===== src/rtl/adc_sched_pkg.sv =====
// Shared types and helpers for the ADC channel scheduler: FSM states,
// channel-index width and the round-robin next-channel search.
package adc_sched_pkg;

  localparam int MAX_CH = 16;

  typedef enum logic [1:0] {
    ST_IDLE,
    ST_SELECT,
    ST_SETTLE,
    ST_CAPTURE
  } state_e;

  function automatic int ch_w(input int n);
    return (n > 2) ? $clog2(n) : 1;
  endfunction

  // Lowest set bit strictly above cur, wrapping to bit 0; cur = -1 gives the lowest set bit.
  function automatic int next_channel(input logic [MAX_CH-1:0] mask, input int cur);
    int   nxt;
    logic found;
    nxt   = 0;
    found = 1'b0;
    for (int i = 0; i < MAX_CH; i++)
      if (!found && i > cur && mask[i]) begin
        nxt   = i;
        found = 1'b1;
      end
    for (int i = 0; i < MAX_CH; i++)
      if (!found && mask[i]) begin
        nxt   = i;
        found = 1'b1;
      end
    return nxt;
  endfunction

endpackage


===== src/rtl/adc_sched_accum.sv =====
// Per-dwell accumulator: sums the captured samples and presents the floor
// average including the sample being added this cycle.
module adc_sched_accum
  import adc_sched_pkg::*;
#(
  parameter int ADC_BITLEN   = 24,
  parameter int SIGNED_INPUT = 1,
  parameter int LOG2         = 2
) (
  input  logic                  clk,
  input  logic                  rst,
  input  logic                  clr,
  input  logic                  add,
  input  logic [ADC_BITLEN-1:0] sample,
  output logic [ADC_BITLEN-1:0] avg
);

  localparam int ACC_W = ADC_BITLEN + LOG2;

  logic [ACC_W-1:0] acc_q, acc_d, sample_ext, sum;

  always_comb begin
    if (SIGNED_INPUT != 0) sample_ext = ACC_W'($signed(sample));
    else                   sample_ext = ACC_W'(sample);
    sum = acc_q + sample_ext;
    // Arithmetic shift floors toward minus infinity for negative sums.
    if (SIGNED_INPUT != 0) avg = ADC_BITLEN'($signed(sum) >>> LOG2);
    else                   avg = ADC_BITLEN'(sum >> LOG2);
    acc_d = acc_q;
    if (clr)      acc_d = '0;
    else if (add) acc_d = sum;
  end

  always_ff @(posedge clk) begin
    if (rst) acc_q <= '0;
    else     acc_q <= acc_d;
  end

endmodule


===== src/rtl/adc_channel_scheduler.sv =====
// Time-shares one sigma-delta ADC across muxed inputs: settle, capture, tag.
// Define ADC_SCHED_AVG_EN to emit one averaged result per dwell instead of every capture.
module adc_channel_scheduler
  import adc_sched_pkg::*;
#(
  parameter int  NUM_CHANNELS        = 4,
  parameter int  ADC_BITLEN          = 24,
  parameter int  SIGNED_INPUT        = 1,
  parameter int  SETTLE_SAMPLES      = 2,
  parameter int  LOG2_SAMPLES_PER_CH = 2,
  localparam int CH_W                = ch_w(NUM_CHANNELS)
) (
  input  logic                    clk,
  input  logic                    rst,
  input  logic                    enable,
  input  logic [NUM_CHANNELS-1:0] chan_mask,
  input  logic [ADC_BITLEN-1:0]   adc_output,
  input  logic                    adc_valid,
  output logic [CH_W-1:0]         mux_sel,
  output logic [ADC_BITLEN-1:0]   out_data,
  output logic [CH_W-1:0]         out_channel,
  output logic                    out_valid,
  input  logic                    out_ready,
  output logic                    busy,
  output logic                    overrun
);

  localparam int CAP_N   = 1 << LOG2_SAMPLES_PER_CH;
  localparam int CNT_MAX = (SETTLE_SAMPLES > CAP_N) ? SETTLE_SAMPLES : CAP_N;
  localparam int CNT_W   = $clog2(CNT_MAX + 1);
  localparam logic [CNT_W-1:0] SETTLE_LAST = CNT_W'(SETTLE_SAMPLES - 1);
  localparam logic [CNT_W-1:0] CAP_LAST    = CNT_W'(CAP_N - 1);

  state_e                  state_q, state_d;
  logic [CH_W-1:0]         mux_sel_q, mux_sel_d, nxt_ch_q, nxt_ch_d;
  logic [CNT_W-1:0]        cnt_q, cnt_d;
  logic [ADC_BITLEN-1:0]   out_data_q, out_data_d;
  logic [CH_W-1:0]         out_channel_q, out_channel_d;
  logic                    out_valid_q, out_valid_d;
  logic                    overrun_q, overrun_d;
  logic                    enable_q, enable_d;
  logic                    capture, dwell_done, res_vld;
  logic [ADC_BITLEN-1:0]   res_data;

  always_comb begin
    state_d    = state_q;
    mux_sel_d  = mux_sel_q;
    nxt_ch_d   = nxt_ch_q;
    cnt_d      = cnt_q;
    capture    = 1'b0;
    dwell_done = 1'b0;
    case (state_q)
      ST_IDLE: begin
        if (chan_mask != '0) begin
          nxt_ch_d = CH_W'(next_channel(MAX_CH'(chan_mask), -1));
          state_d  = ST_SELECT;
        end
      end
      ST_SELECT: begin
        mux_sel_d = nxt_ch_q;
        cnt_d     = '0;
        state_d   = ST_SETTLE;
      end
      ST_SETTLE: begin
        if (adc_valid) begin
          if (cnt_q == SETTLE_LAST) begin
            cnt_d   = '0;
            state_d = ST_CAPTURE;
          end else begin
            cnt_d = cnt_q + 1'b1;
          end
        end
      end
      ST_CAPTURE: begin
        if (adc_valid) begin
          capture = 1'b1;
          if (cnt_q == CAP_LAST) begin
            dwell_done = 1'b1;
            cnt_d      = '0;
            // The mask is re-sampled only here, at the end of a dwell.
            if (chan_mask == '0) begin
              state_d = ST_IDLE;
            end else begin
              nxt_ch_d = CH_W'(next_channel(MAX_CH'(chan_mask), int'(mux_sel_q)));
              state_d  = ST_SELECT;
            end
          end else begin
            cnt_d = cnt_q + 1'b1;
          end
        end
      end
      default: state_d = ST_IDLE;
    endcase
    if (!enable) begin
      state_d    = ST_IDLE;
      cnt_d      = '0;
      capture    = 1'b0;
      dwell_done = 1'b0;
    end
  end

`ifdef ADC_SCHED_AVG_EN
  logic [ADC_BITLEN-1:0] avg_data;

  adc_sched_accum #(
    .ADC_BITLEN  (ADC_BITLEN),
    .SIGNED_INPUT(SIGNED_INPUT),
    .LOG2        (LOG2_SAMPLES_PER_CH)
  ) u_accum (
    .clk   (clk),
    .rst   (rst),
    .clr   (state_q == ST_SELECT),
    .add   (capture),
    .sample(adc_output),
    .avg   (avg_data)
  );

  assign res_vld  = dwell_done;
  assign res_data = avg_data;
`else
  assign res_vld  = capture;
  assign res_data = adc_output;
`endif

  always_comb begin
    enable_d      = enable;
    out_valid_d   = out_valid_q;
    out_data_d    = out_data_q;
    out_channel_d = out_channel_q;
    overrun_d     = overrun_q;
    if (enable && !enable_q) overrun_d = 1'b0;
    if (out_valid_q && out_ready) out_valid_d = 1'b0;
    if (res_vld) begin
      if (out_valid_q && !out_ready) begin
        overrun_d = 1'b1;
      end else begin
        out_valid_d   = 1'b1;
        out_data_d    = res_data;
        out_channel_d = mux_sel_q;
      end
    end
  end

  always_ff @(posedge clk) begin
    if (rst) begin
      state_q       <= ST_IDLE;
      mux_sel_q     <= '0;
      nxt_ch_q      <= '0;
      cnt_q         <= '0;
      out_data_q    <= '0;
      out_channel_q <= '0;
      out_valid_q   <= 1'b0;
      overrun_q     <= 1'b0;
      enable_q      <= 1'b0;
    end else begin
      state_q       <= state_d;
      mux_sel_q     <= mux_sel_d;
      nxt_ch_q      <= nxt_ch_d;
      cnt_q         <= cnt_d;
      out_data_q    <= out_data_d;
      out_channel_q <= out_channel_d;
      out_valid_q   <= out_valid_d;
      overrun_q     <= overrun_d;
      enable_q      <= enable_d;
    end
  end

  assign mux_sel     = mux_sel_q;
  assign out_data    = out_data_q;
  assign out_channel = out_channel_q;
  assign out_valid   = out_valid_q;
  assign overrun     = overrun_q;
  assign busy        = (state_q != ST_IDLE);

endmodule


===== config.mk =====
export PLATFORM = sky130hd
export DESIGN_NAME = adc_channel_scheduler
export DESIGN_NICKNAME = d
export VERILOG_FILES = /design/src/rtl/adc_sched_pkg.sv /design/src/rtl/adc_sched_accum.sv /design/src/rtl/adc_channel_scheduler.sv
export SDC_FILE = /design/constraint.sdc
export NUM_CORES = 1
export LEC_CHECK = 0
export ABC_CLOCK_PERIOD_IN_PS = 2100
export BUFFER_PORTS_ARGS = -buffer_cell sky130_fd_sc_hd__buf_2
export CORE_AREA = 3 3 80 82
export CTS_CLUSTER_SIZE = 24
export DETAILED_ROUTE_END_ITERATION = 16
export DIE_AREA = 0 0 83 85
export SLEW_MARGIN = 20
export SYNTH_ARGS = -nofsm -noshare
export SYNTH_HDL_FRONTEND = slang
export SYNTH_HIERARCHICAL = 1
export SYNTH_SLANG_ARGS = --single-unit

===== constraint.sdc =====
create_clock -name clk -period 2.1 [get_ports clk]
set_input_delay 0 -clock clk [delete_from_list [all_inputs] [get_ports clk]]
set_output_delay 0 -clock clk [all_outputs]
set_load 0.02 [all_outputs]

# Yosys cells after proc, flatten, opt, wreduce, memory -nomap -nowiden
# Index checks and enable logic that the tools add are counted.
[classes] addsub=1 magnitude_cmp=3 n_eq_ne=11 muxes=91 bitwise=2 n_reduce_logical=45
[op_table] cell="1-bit 2-to-1 mux" count=63
[op_table] cell="2-bit 2-to-1 mux" count=21
[op_table] cell="1-bit logical AND" count=19
[op_table] cell="1-bit zero test" count=15
[op_table] cell="3-bit 2-to-1 mux" count=4
[op_table] cell="2-bit != test (second input constant)" count=6
[op_table] cell="5-bit AND reduction" count=2
[op_table] cell="3-bit case mux with 3 select lines" count=1
[op_table] cell="2-bit case mux with 4 select lines" count=1
[op_table] cell="2-bit == test (second input constant)" count=2
[op_table] cell="2-bit > comparator (first input constant)" count=2
[op_table] cell="4-bit zero test" count=1
[op_table] cell="2-bit case mux with 2 select lines" count=1
[op_table] cell="2-bit nonzero test" count=2
[op_table] cell="4-bit nonzero test" count=1
[op_table] cell="3-bit by 1-bit adder with 3-bit output (second input constant)" count=1
[op_table] cell="3-bit by 1-bit == test with 1-bit output (second input constant)" count=1
[op_table] cell="3-bit by 2-bit == test with 1-bit output (second input constant)" count=1
[op_table] cell="3-bit AND reduction" count=1
[op_table] cell="3-bit nonzero test" count=1
[op_table] cell="2-bit by 1-bit == test with 1-bit output (second input constant)" count=1
[op_table] cell="1-bit by 2-bit > comparator with 1-bit output (first input constant)" count=1
[op_table] cell="2-bit zero test" count=1
[op_table] cell="1-bit inverter" count=2
[op_table] cell="other kinds (2)" count=2
[totals] ff_bits=38 in_bits=33 out_inout_bits=31 word_cells=162

# Longest topological paths before layout
# Gate-level depths: netlist of run 1.
[depth] word_depth=51 depth_mapped=7 depth_no_buf=6

# Worst setup path before layout of run 1
# Ideal clock, no wire load.
[synth_timing] kind="reg2reg" start="reg state_q[1]" end="reg state_q[1]" setup_time_ns=0.116 arrival_ns=1.373 required_time_ns=1.984 slack_ns=0.611 stages_incl_launch_ff=7 path_buffers=1 synth_period_minus_slack_ns=1.489 path_cell_list="dfxtp_1 -> ha_1 -> buf_2 -> nor2b_1 -> a221oi_2 -> a211oi_1 -> a41o_1"
[synth_between] elab_chain_len=3 elab_cells_between_ends=11 cone_classes="eq/ne (8); mux (1); reduce/logical (2)"
[synth_lines] element="start, declared" line="adc_channel_scheduler.sv:34" text="state_e state_q, state_d;"
[synth_lines] element="start signal, assigned" line="adc_channel_scheduler.sv:156" text="state_q <= state_d;"
[synth_lines] element="2-bit == test / 2-bit zero test (equally long branches)" line="adc_channel_scheduler.sv:52" text="case (state_q)"
[synth_lines] element="2-bit != test (no source line)"
[synth_lines] element="5-bit AND reduction (no source line)"
# Several ways; a longest one is shown, not always the timed one.
# A chain may end at the register's enable or synchronous reset.

# Worst setup path after layout of run 1
[layout_timing] start="reg state_q[1]" end="reg out_data_q[16], in the netlist out_data[16]"
[layout_between] elab_chain_len=4
[layout_lines] element="2-bit == test" line="adc_channel_scheduler.sv:52"
[layout_lines] element="1-bit 2-to-1 mux" line="adc_channel_scheduler.sv:52"
[layout_lines] element="1-bit 2-to-1 mux" line="adc_channel_scheduler.sv:94" text="if (!enable) begin"
[layout_lines] element="2-bit AND reduction (no source line)"
[layout_lines] element="end signal, assigned" line="adc_channel_scheduler.sv:160" text="out_data_q <= out_data_d;"
[layout_lines] element="end, declared" line="adc_channel_scheduler.sv:37" text="logic [ADC_BITLEN-1:0] out_data_q, out_data_d;"
# No other way between the ends.

==> results.json, run 1 <==
{
  "min_to": "out_valid",
  "start_util_pct": 29.2,
  "die_x_um": 83,
  "power_density_mw_per_mm2": 581,
  "outcome": "complete, no violations",
  "drive_gt1_share_pct": 26.8,
  "period_share_pct": 83.1,
  "ys.flop_type": "dfxtp_1",
  "ctsLongestPathBuffers": 2,
  "ant_nets": 0,
  "clock_skew_ns": 0.0107,
  "min_path_cells": 3,
  "post-route-min-period_ns": 1.75,
  "hpwl_um": 2910,
  "fp-row-count": 28,
  "synth_top_area_cell": "dfxtp_1",
  "r2r_slack_ns": 0.35,
  "gr-usage-all-layers_pct": 12.1,
  "switching_share_pct": 22.9,
  "gp_congestion": 0.788,
  "clk_latency_ns": 0.28,
  "top_level_ports": 64,
  "synth_area_per_cell_um2": 8.17,
  "rsz0062_at_grt": "false",
  "final_cell_area_mm2": 0.00239,
  "finalSetupViolCount": 0,
  "post_drt_wl_per_cell_um": 11.5,
  "areaGrowthSynthToFinish_pct": 40.8,
  "portBuffers": 63,
  "routed-via-count": 1659,
  "nets": 334,
  "power_frac_seq_pct": 53.3,
  "clock-sinks": 38,
  "grt_pass1_wl_um": 7090,
  "ys_async_sr_fraction_pct": 0,
  "maxSlewViolCount": 0,
  "final_common_cell": "buf_2",
  "grt_pass1_vias": 1615,
  "drt-total-wl_um": 4210,
  "cts-resized-gates": 0,
  "end_kind": "flop",
  "final_cell_mix": "63 x buf_2, 56 x nand2_1, 38 x dfxtp_1, 34 x a21oi_1, 24 x dlygate4sd3_1",
  "ys_warn_count": 6,
  "p_int_w": 0.00107,
  "yosysSeqAreaShare_pct": 44.7,
  "power_frac_comb_pct": 12.2,
  "p_leak_nw": 1.05,
  "cts-root-buf": "clkbuf_8",
  "startpoint_type": "flop",
  "crit_type": "reg2reg",
  "drc": 0,
  "slew_headroom_pct": 59.1,
  "rr_worst_depth": 6,
  "antenna_cells": 0,
  "crit_required_ns": 2.30,
  "avgViaCountPerCell": 4.53,
  "ir_drop_uv": 262,
  "grt-ovfl-total": 0,
  "p_clk_share_pct": 34.6,
  "synth_area_leaders": "dfxtp_1 45%, nand2_1 12%, a21oi_1 10%",
  "hp-class": "in2reg",
  "cts_tree": "done",
  "ys_seq_elements": 38,
  "worst_pin_slew_ns": 0.613,
  "grt_max_degree": 35,
  "synth_fp_nets": 250,
  "maxCapViolations": 0,
  "die-area_mm2": 0.00706,
  "htree_levels": 2,
  "core_area_mm2": 0.00582,
  "cp_max_fo": 26,
  "finalHoldViolCount": 0,
  "cts.clk_slew.worst_paths_ns": 0.07,
  "drtIter0Drc": 42,
  "yosys.area.top_type_share_pct": 44.7,
  "cts-buffers-inserted": 5,
  "switching_power_w": 0.000319,
  "synthesis.area_mm2": 0.00170,
  "dpl-instance-area_mm2": 0.00207,
  "r2r-end": "out_data[16]",
  "synth_enable_flop_cells": 0,
  "synthesis.instances": 208,
  "die_y_um": 85,
  "cp.arrival_ns": 1.94,
  "fin_setup_tns_ns": 0,
  "antenna_found_initial": 0,
  "r2r-start": "state_q[1]",
  "dr.pass1.iters": 4,
  "synth_cell_types": 34,
  "fmax_mhz": 573,
  "hold_start": "out_ready"
}
[power groups by stage]
stage                     Clock (W)  Sequential (W)  Combinational (W)
after floorplan                   0        0.000757          0.0000792
after global placement            0        0.000757           0.000135
after detailed placement          0        0.000758           0.000135
after CTS                  0.000510        0.000741           0.000169
after global routing       0.000541        0.000742           0.000186
final                      0.000481        0.000741           0.000169
[synth_stat cells, drive strengths merged (3+ instances only)]
library cell and instances:
a21oi 34, buf 7, clkbuf 5, dfxtp 38
ha 9, inv 11, mux2i 4, nand2 56
nand2b 6, nor2 5, nor2b 3, o21ai 6
[area by class of cell]
class	instances	area, µm²
well taps	75	93.8
flip-flops and latches	38	761
clock buffers	6	82.6
inverters	11	41.3
multi-input cells	147	846
fillers	616	3420
repair buffers	89	571
[state kept, by name, indices dropped and copies added (netlist names), 2 cells and up]
| signal | flops |
|---|---|
| out_data | 24 |
| cnt_q | 3 |
| mux_sel | 2 |
| nxt_ch_q | 2 |
| out_channel | 2 |
| state_q | 2 |
[how the worst max path moves through the flow]
stage | from | end | slack, ns | cells after the start
3_3_place_gp | state_q[1] | out_data[4] | 0.47 | 6
4_1_cts | state_q[1] | out_data[16] | 0.33 | 6
2_1_floorplan | state_q[1] | state_q[1] | 0.61 | 6
6_report | state_q[1] | out_data[16] | 0.35 | 6
3_5_place_dp | state_q[1] | out_data[19] | 0.37 | 6
5_1_grt | state_q[1] | out_data[7] | 0.12 | 6
[worst max-delay path: stages (launching register included)]
cell and delay (ns):
dfxtp_1 0.42, ha_1 0.39, nand3_1 0.21, nor2b_2 0.14, buf_4 0.28, nand2_1 0.09
a21oi_1 0.13
[metal layers]
| layer | routed length (µm) | up-vias | global-route usage [%] |
|---|---|---|---|
| li1 | - | 861 | - |
| met1 | 1860 | 755 | 14.0 |
| met2 | 2100 | 38 | 21.4 |
| met3 | 208 | 5 | 4.08 |
| met4 | 42 | 0 | 3.12 |
| met5 | 0 | - | 0 |
[repair_timing]
item | 4_1_cts | 5_1_grt
endpoints found under the hold margin | 24 | 0
setup buffers | 0 | 0
hold buffers | 24 | 0
[metrics by stage]
| step | util (%) | power (W) | std cells | setup slack (ns) | hold slack, ns |
|---|---|---|---|---|---|
| floorplan | - | 0.000836 | 208 | 0.611 | 0.136 |
| CTS | 41.2 | 0.00142 | 366 | 0.329 | 0.0530 |
| global placement | 35.6 | 0.000892 | 336 | 0.469 | 0.243 |
| finish | 41.2 | 0.00139 | 366 | 0.355 | 0.0575 |
| detailed placement | 35.6 | 0.000892 | 336 | 0.374 | 0.248 |
| global route | 41.2 | 0.00147 | 366 | 0.123 | 0.0827 |
[cell families (layout without fill, tap and decap cells)]
logic type                 count (synthesis)  after routing  synth area share, %
and+or+nand+nor                           81             81                 21.1
AOI/OAI and AO/OA                         53             53                 19.5
DFF                                       38             38                 44.7
buffers and inverters                     23            106                 5.67
adders and majority gates                  9              9                 6.62
muxes                                      4              4                 2.35
Note: power is estimated with default switching activity, not from simulation.
==> run 2, diff against run 1 <==
--- a/config.mk
+++ b/config.mk
@@ -5,7 +5,7 @@
 export SDC_FILE = /design/constraint.sdc
 export NUM_CORES = 1
 export LEC_CHECK = 0
-export ABC_CLOCK_PERIOD_IN_PS = 2100
+export ABC_CLOCK_PERIOD_IN_PS = 1650
 export BUFFER_PORTS_ARGS = -buffer_cell sky130_fd_sc_hd__buf_2
 export CORE_AREA = 3 3 80 82
 export CTS_CLUSTER_SIZE = 24
==> constraint.sdc (replaced) <==
create_clock -name clk -period 1.65 [get_ports clk]
set_input_delay 0 -clock clk [delete_from_list [all_inputs] [get_ports clk]]
set_output_delay 0 -clock clk [all_outputs]
set_load 0.02 [all_outputs]
==> results.json, run 2 (synthesis gave the netlist of run 1 again) <==
{
  "clk_latency_ns": 0.28,
  "gr-usage-all-layers_pct": 11.5,
  "cts-root-buf": "clkbuf_8",
  "startpoint_type": "flop",
  "whs_ns": 0.0424,
  "r2r-start": "state_q[0]",
  "hold_start": "out_ready",
  "ir_drop_uv": 399,
  "die-area_mm2": 0.00706,
  "antenna_found_initial": 0,
  "p_leak_nw": 1.07,
  "cts_tree": "done",
  "clock-sinks": 38,
  "path_buf_inv": 1,
  "grt_max_degree": 27,
  "crit_path_start": "state_q[0]",
  "start_util_pct": 29.2,
  "grtUsageMet2_pct": 20.0,
  "crit_required_ns": 1.83,
  "cpLargestDelayFamily": "compound AO/OA/AOI/OAI gates",
  "fillCellCount": 626,
  "routed-via-count": 1630,
  "final_cell_area_mm2": 0.00244,
  "slew_headroom_pct": 67.5,
  "r2r-end": "state_q[1]",
  "cp.arrival_ns": 1.74,
  "power_frac_comb_pct": 12.1,
  "nets": 336,
  "rsz0062_at_grt": "true",
  "cts-buffers-inserted": 5,
  "drive_gt1_share_pct": 27.8,
  "hp-class": "in2reg",
  "p_int_w": 0.00138,
  "p_clk_share_pct": 35.8,
  "switching_power_w": 0.000425,
  "post_drt_wl_per_cell_um": 11.2,
  "die_y_um": 85,
  "areaGrowthSynthToFinish_pct": 43.8,
  "maxSlewViolCount": 0,
  "power_density_mw_per_mm2": 740,
  "grt_pass1_wl_um": 6760,
  "die_x_um": 83,
  "finalHoldViolCount": 0,
  "worstPathCellList": "inv_1 -> ha_1 -> a221oi_4 -> a211oi_1 -> a41o_1",
  "portBuffers": 63,
  "fp-row-count": 28,
  "power_frac_seq_pct": 52.1,
  "dr.pass1.iters": 4,
  "drtIter0Drc": 31,
  "avgViaCountPerCell": 4.41,
  "clock_skew_ns": 0.00284,
  "grt_busiest_layer": "met2",
  "outcome": "complete, no violations",
  "end_kind": "flop",
  "fin_ws_ns": 0.0868,
  "htree_levels": 2,
  "cp_max_fo": 5,
  "r2r_slack_ns": 0.09,
  "final_common_cell": "buf_2",
  "antenna_cells": 0,
  "switching_share_pct": 23.5,
  "gr-usage-met3_pct": 3.30,
  "core_area_mm2": 0.00582,
  "gp_congestion": 0.711,
  "worst_path_largest_cell_delay_ns": 0.39,
  "dp_worst_setup_slack_ns": 0.0671,
  "cts.clk_slew.worst_paths_ns": 0.07,
  "largest_reg_flops": 24,
  "top_level_ports": 64,
  "ctsLongestPathBuffers": 2,
  "drt-total-wl_um": 4140,
  "finalSetupViolCount": 0,
  "grt_pass1_vias": 1551,
  "cp.depth": 5,
  "period_share_pct": 94.7,
  "grtUsageMet1_pct": 13.5,
  "hpwl_um": 2860,
  "maxCapViolations": 0,
  "grt-ovfl-total": 0,
  "fmax_mhz": 640,
  "rr_worst_depth": 5,
  "crit_type": "reg2reg",
  "crit_path_end": "state_q[1]",
  "post_cts_buffers": 0,
  "drc": 0,
  "slowest_stage": "dfxtp_1",
  "post-route-min-period_ns": 1.56,
  "dpl-instance-area_mm2": 0.00210,
  "final_cell_mix": "63 x buf_2, 56 x nand2_1, 38 x dfxtp_1, 34 x a21oi_1, 24 x dlygate4sd3_1",
  "worst_pin_slew_ns": 0.483,
  "ant_nets": 0
}
-- run 2: power by group through the flow --
stage          combinational, W  sequential, W  clock [W]
5_1_grt                0.000243       0.000944   0.000712
2_1_floorplan          0.000101       0.000963          0
3_3_place_gp           0.000171       0.000963          0
4_1_cts                0.000216       0.000942   0.000693
6_report               0.000218       0.000942   0.000648
3_5_place_dp           0.000172       0.000964          0
-- run 2: metal layers --
| metal | wire (µm) | vias up | part of all wire [%] |
|---|---|---|---|
| met2 | 2010 | 40 | 49 |
| li1 | - | 867 | - |
| met5 | 0 | - | 0 |
| met1 | 1850 | 718 | 45 |
| met4 | 50 | 0 | 1.2 |
| met3 | 222 | 5 | 5.4 |
-- run 2: worst min path at each step --
| stage | endpoint | slack, ns | cells past startpoint |
|---|---|---|---|
| after global routing | out_valid | 0.08 | 3 |
| after floorplan | out_data[10] | 0.14 | 2 |
| after CTS | out_valid | 0.03 | 3 |
| after global placement | out_data[18] | 0.24 | 3 |
| after detailed placement | out_data[17] | 0.25 | 3 |
| final | out_valid | 0.04 | 3 |
-- run 2: cell type report --
cell class	count	area, µm²	share of cell area (%)
Multi-Input combinational cell	147	860	35.2
Inverter	11	41.3	1.69
Clock buffer	7	86.3	3.53
Timing Repair Buffer	91	598	24.5
Sequential cell	38	761	31.1
Clock inverter	1	5.00	0.205
Tap cell	75	93.8	3.84
-- run 2: worst min-delay path: cells and delay by family --
kind,cells,cell delay (ns)
AOI/OAI and AO/OA,1,0.07
buffers and inverters,1,0.07
and+or+nand+nor,1,0.13
-- run 2: what timing repair did --
item,CTS,global route
endpoints found under the hold margin,24,0
hold buffers,24,0
gates resized for setup,0,2
setup endpoints to repair,0,2
-- run 2: per-stage QoR --
| step | TNS [ns] | instances | total power [W] | utilization (%) |
|---|---|---|---|---|
| global route | -0.0157 | 370 | 0.00190 | 42.0 |
| CTS | 0 | 370 | 0.00185 | 41.8 |
| floorplan | 0 | 208 | 0.00106 | - |
| finish | 0 | 370 | 0.00181 | 42.0 |
| detailed placement | 0 | 338 | 0.00114 | 36.1 |
| global placement | 0 | 338 | 0.00113 | 36.1 |
==> run 3, diff against run 2 <==
--- a/config.mk
+++ b/config.mk
@@ -6,11 +6,13 @@
 export NUM_CORES = 1
 export LEC_CHECK = 0
 export ABC_CLOCK_PERIOD_IN_PS = 1650
-export BUFFER_PORTS_ARGS = -buffer_cell sky130_fd_sc_hd__buf_2
+export CAP_MARGIN = 20
 export CORE_AREA = 3 3 80 82
 export CTS_CLUSTER_SIZE = 24
 export DETAILED_ROUTE_END_ITERATION = 16
 export DIE_AREA = 0 0 83 85
+export DONT_BUFFER_PORTS = 1
+export SETUP_SLACK_MARGIN = 0.1
 export SLEW_MARGIN = 20
 export SYNTH_ARGS = -nofsm -noshare
 export SYNTH_HDL_FRONTEND = slang
==> results.json, run 3 (synthesis gave the netlist of run 1 again) <==
{
  "power_density_mw_per_mm2": 854,
  "gp_congestion": 0.743,
  "cts.clk_slew.worst_paths_ns": 0.08,
  "hp-class": "in2reg",
  "drive_gt1_share_pct": 12.9,
  "hpwl_um": 2630,
  "post-route-min-period_ns": 1.50,
  "grt_pass1_vias": 1469,
  "whs_ns": 0.0100,
  "r2r-start": "cnt_q[0]",
  "die_x_um": 83,
  "grt_max_degree": 34,
  "final_common_cell": "nand2_1",
  "ir_drop_uv": 486,
  "core_area_mm2": 0.00582,
  "rr_worst_depth": 6,
  "maxSlewViolCount": 0,
  "hold_start": "chan_mask[1]",
  "post-route-util_pct": 39.0,
  "routed-via-count": 1485,
  "largest_reg_flops": 24,
  "htree_levels": 2,
  "post_cts_buffers": 0,
  "nets": 282,
  "maxCapViolations": 0,
  "drc": 0,
  "dr.pass1.iters": 4,
  "finalSetupViolCount": 0,
  "drtIter0Drc": 46,
  "dp_worst_setup_slack_ns": 0.0882,
  "grtUsageMet2_pct": 21.5,
  "top_level_ports": 64,
  "drt-total-wl_um": 4110,
  "switching_power_w": 0.000422,
  "end_kind": "flop",
  "cp_max_fo": 4,
  "fp-row-count": 28,
  "fin_ws_ns": 0.148,
  "slew_headroom_pct": 63.0,
  "power_frac_seq_pct": 48.7,
  "fmax_mhz": 666,
  "portBuffers": 0,
  "period_share_pct": 91.0,
  "grt-ovfl-total": 0,
  "gr-usage-met3_pct": 5.53,
  "gr-usage-all-layers_pct": 11.7,
  "clk_latency_ns": 0.28,
  "fillCellCount": 591,
  "crit_type": "reg2reg",
  "die-area_mm2": 0.00706,
  "outcome": "complete, no violations",
  "grt_pass1_wl_um": 6660,
  "fin_setup_tns_ns": 0,
  "r2r-end": "cnt_q[1]",
  "avgViaCountPerCell": 4.71,
  "p_int_w": 0.00152,
  "worst_pin_slew_ns": 0.550,
  "min_to": "nxt_ch_q[0]",
  "start_util_pct": 29.2,
  "startpoint_type": "flop",
  "min_path_cells": 3,
  "power_frac_comb_pct": 9.9,
  "areaGrowthSynthToFinish_pct": 33.6,
  "cp.arrival_ns": 1.72,
  "switching_share_pct": 21.7,
  "r2r_slack_ns": 0.15,
  "die_y_um": 85,
  "ant_nets": 0,
  "grtUsageMet1_pct": 12.1,
  "ctsLongestPathBuffers": 2,
  "p_leak_nw": 0.825,
  "clock-sinks": 38,
  "cts-root-buf": "clkbuf_8",
  "crit_required_ns": 1.87,
  "finalHoldViolCount": 0,
  "p_clk_share_pct": 41.4,
  "antenna_cells": 0,
  "cts-buffers-inserted": 5,
  "antenna_found_initial": 0,
  "rsz0062_at_grt": "true",
  "cts_tree": "done",
  "clock_skew_ns": 0.00667,
  "final_cell_mix": "56 x nand2_1, 35 x dfxtp_1, 34 x a21oi_1, 30 x dlygate4sd3_1, 11 x inv_1",
  "grt_busiest_layer": "met2",
  "post_drt_wl_per_cell_um": 13.0
}
## run 3: cell type report
class	instances	area (µm²)	share of cell area, %
Sequential cell	38	764	33.7
Inverter	11	41.3	1.82
Timing Repair Buffer	37	382	16.8
Tap cell	75	93.8	4.13
Clock buffer	6	82.6	3.64
Multi-Input combinational cell	147	877	38.6
Clock inverter	1	30.0	1.32
## run 3: repair_timing
item	4_1_cts	5_1_grt
hold endpoints to repair	33	0
resized for setup	2	10
endpoints found under the setup margin	1	28
hold buffers	31	0
cloned	0	0
pin swaps	1	1
## run 3: worst max-delay path, stage by stage (launching register included)
cell and delay, ns:
dfxtp_2 0.34, ha_1 0.21, ha_2 0.19, nor2b_2 0.18
a21oi_1 0.08, or3_1 0.31, a21oi_1 0.14
## run 3: how the worst max path moves through the flow
stage | startpoint | to | cells after the start | slack (ns)
after floorplan | state_q[1] | state_q[1] | 6 | 0.16
after global placement | state_q[0] | state_q[1] | 5 | 0.12
after detailed placement | state_q[0] | state_q[1] | 5 | 0.09
after CTS | state_q[0] | state_q[1] | 5 | 0.11
after global routing | state_q[0] | nxt_ch_q[0] | 5 | 0.06
final | cnt_q[0] | cnt_q[1] | 6 | 0.15
## run 3: per-stage QoR
step | power (W) | instance area [µm²] | std cells
after global placement | 0.00107 | 1800 | 277
after detailed placement | 0.00107 | 1800 | 277
after floorplan | 0.00106 | 1700 | 208
after CTS | 0.00198 | 2230 | 315
after global routing | 0.00204 | 2270 | 315
final | 0.00194 | 2270 | 315
## run 3: per-layer routing
layer | up-vias | part of all wire [%]
met5 | - | 0
met2 | 44 | 53
li1 | 757 | -
met4 | 0 | 0
met3 | 0 | 7.5
met1 | 684 | 39
## run 3: power groups by stage
stage	Combinational [W]	Clock (W)	Sequential, W
floorplan	0.000101	0	0.000963
global placement	0.000109	0	0.000964
detailed placement	0.000109	0	0.000965
CTS	0.000188	0.000847	0.000944
global route	0.000212	0.000878	0.000946
finish	0.000193	0.000803	0.000944
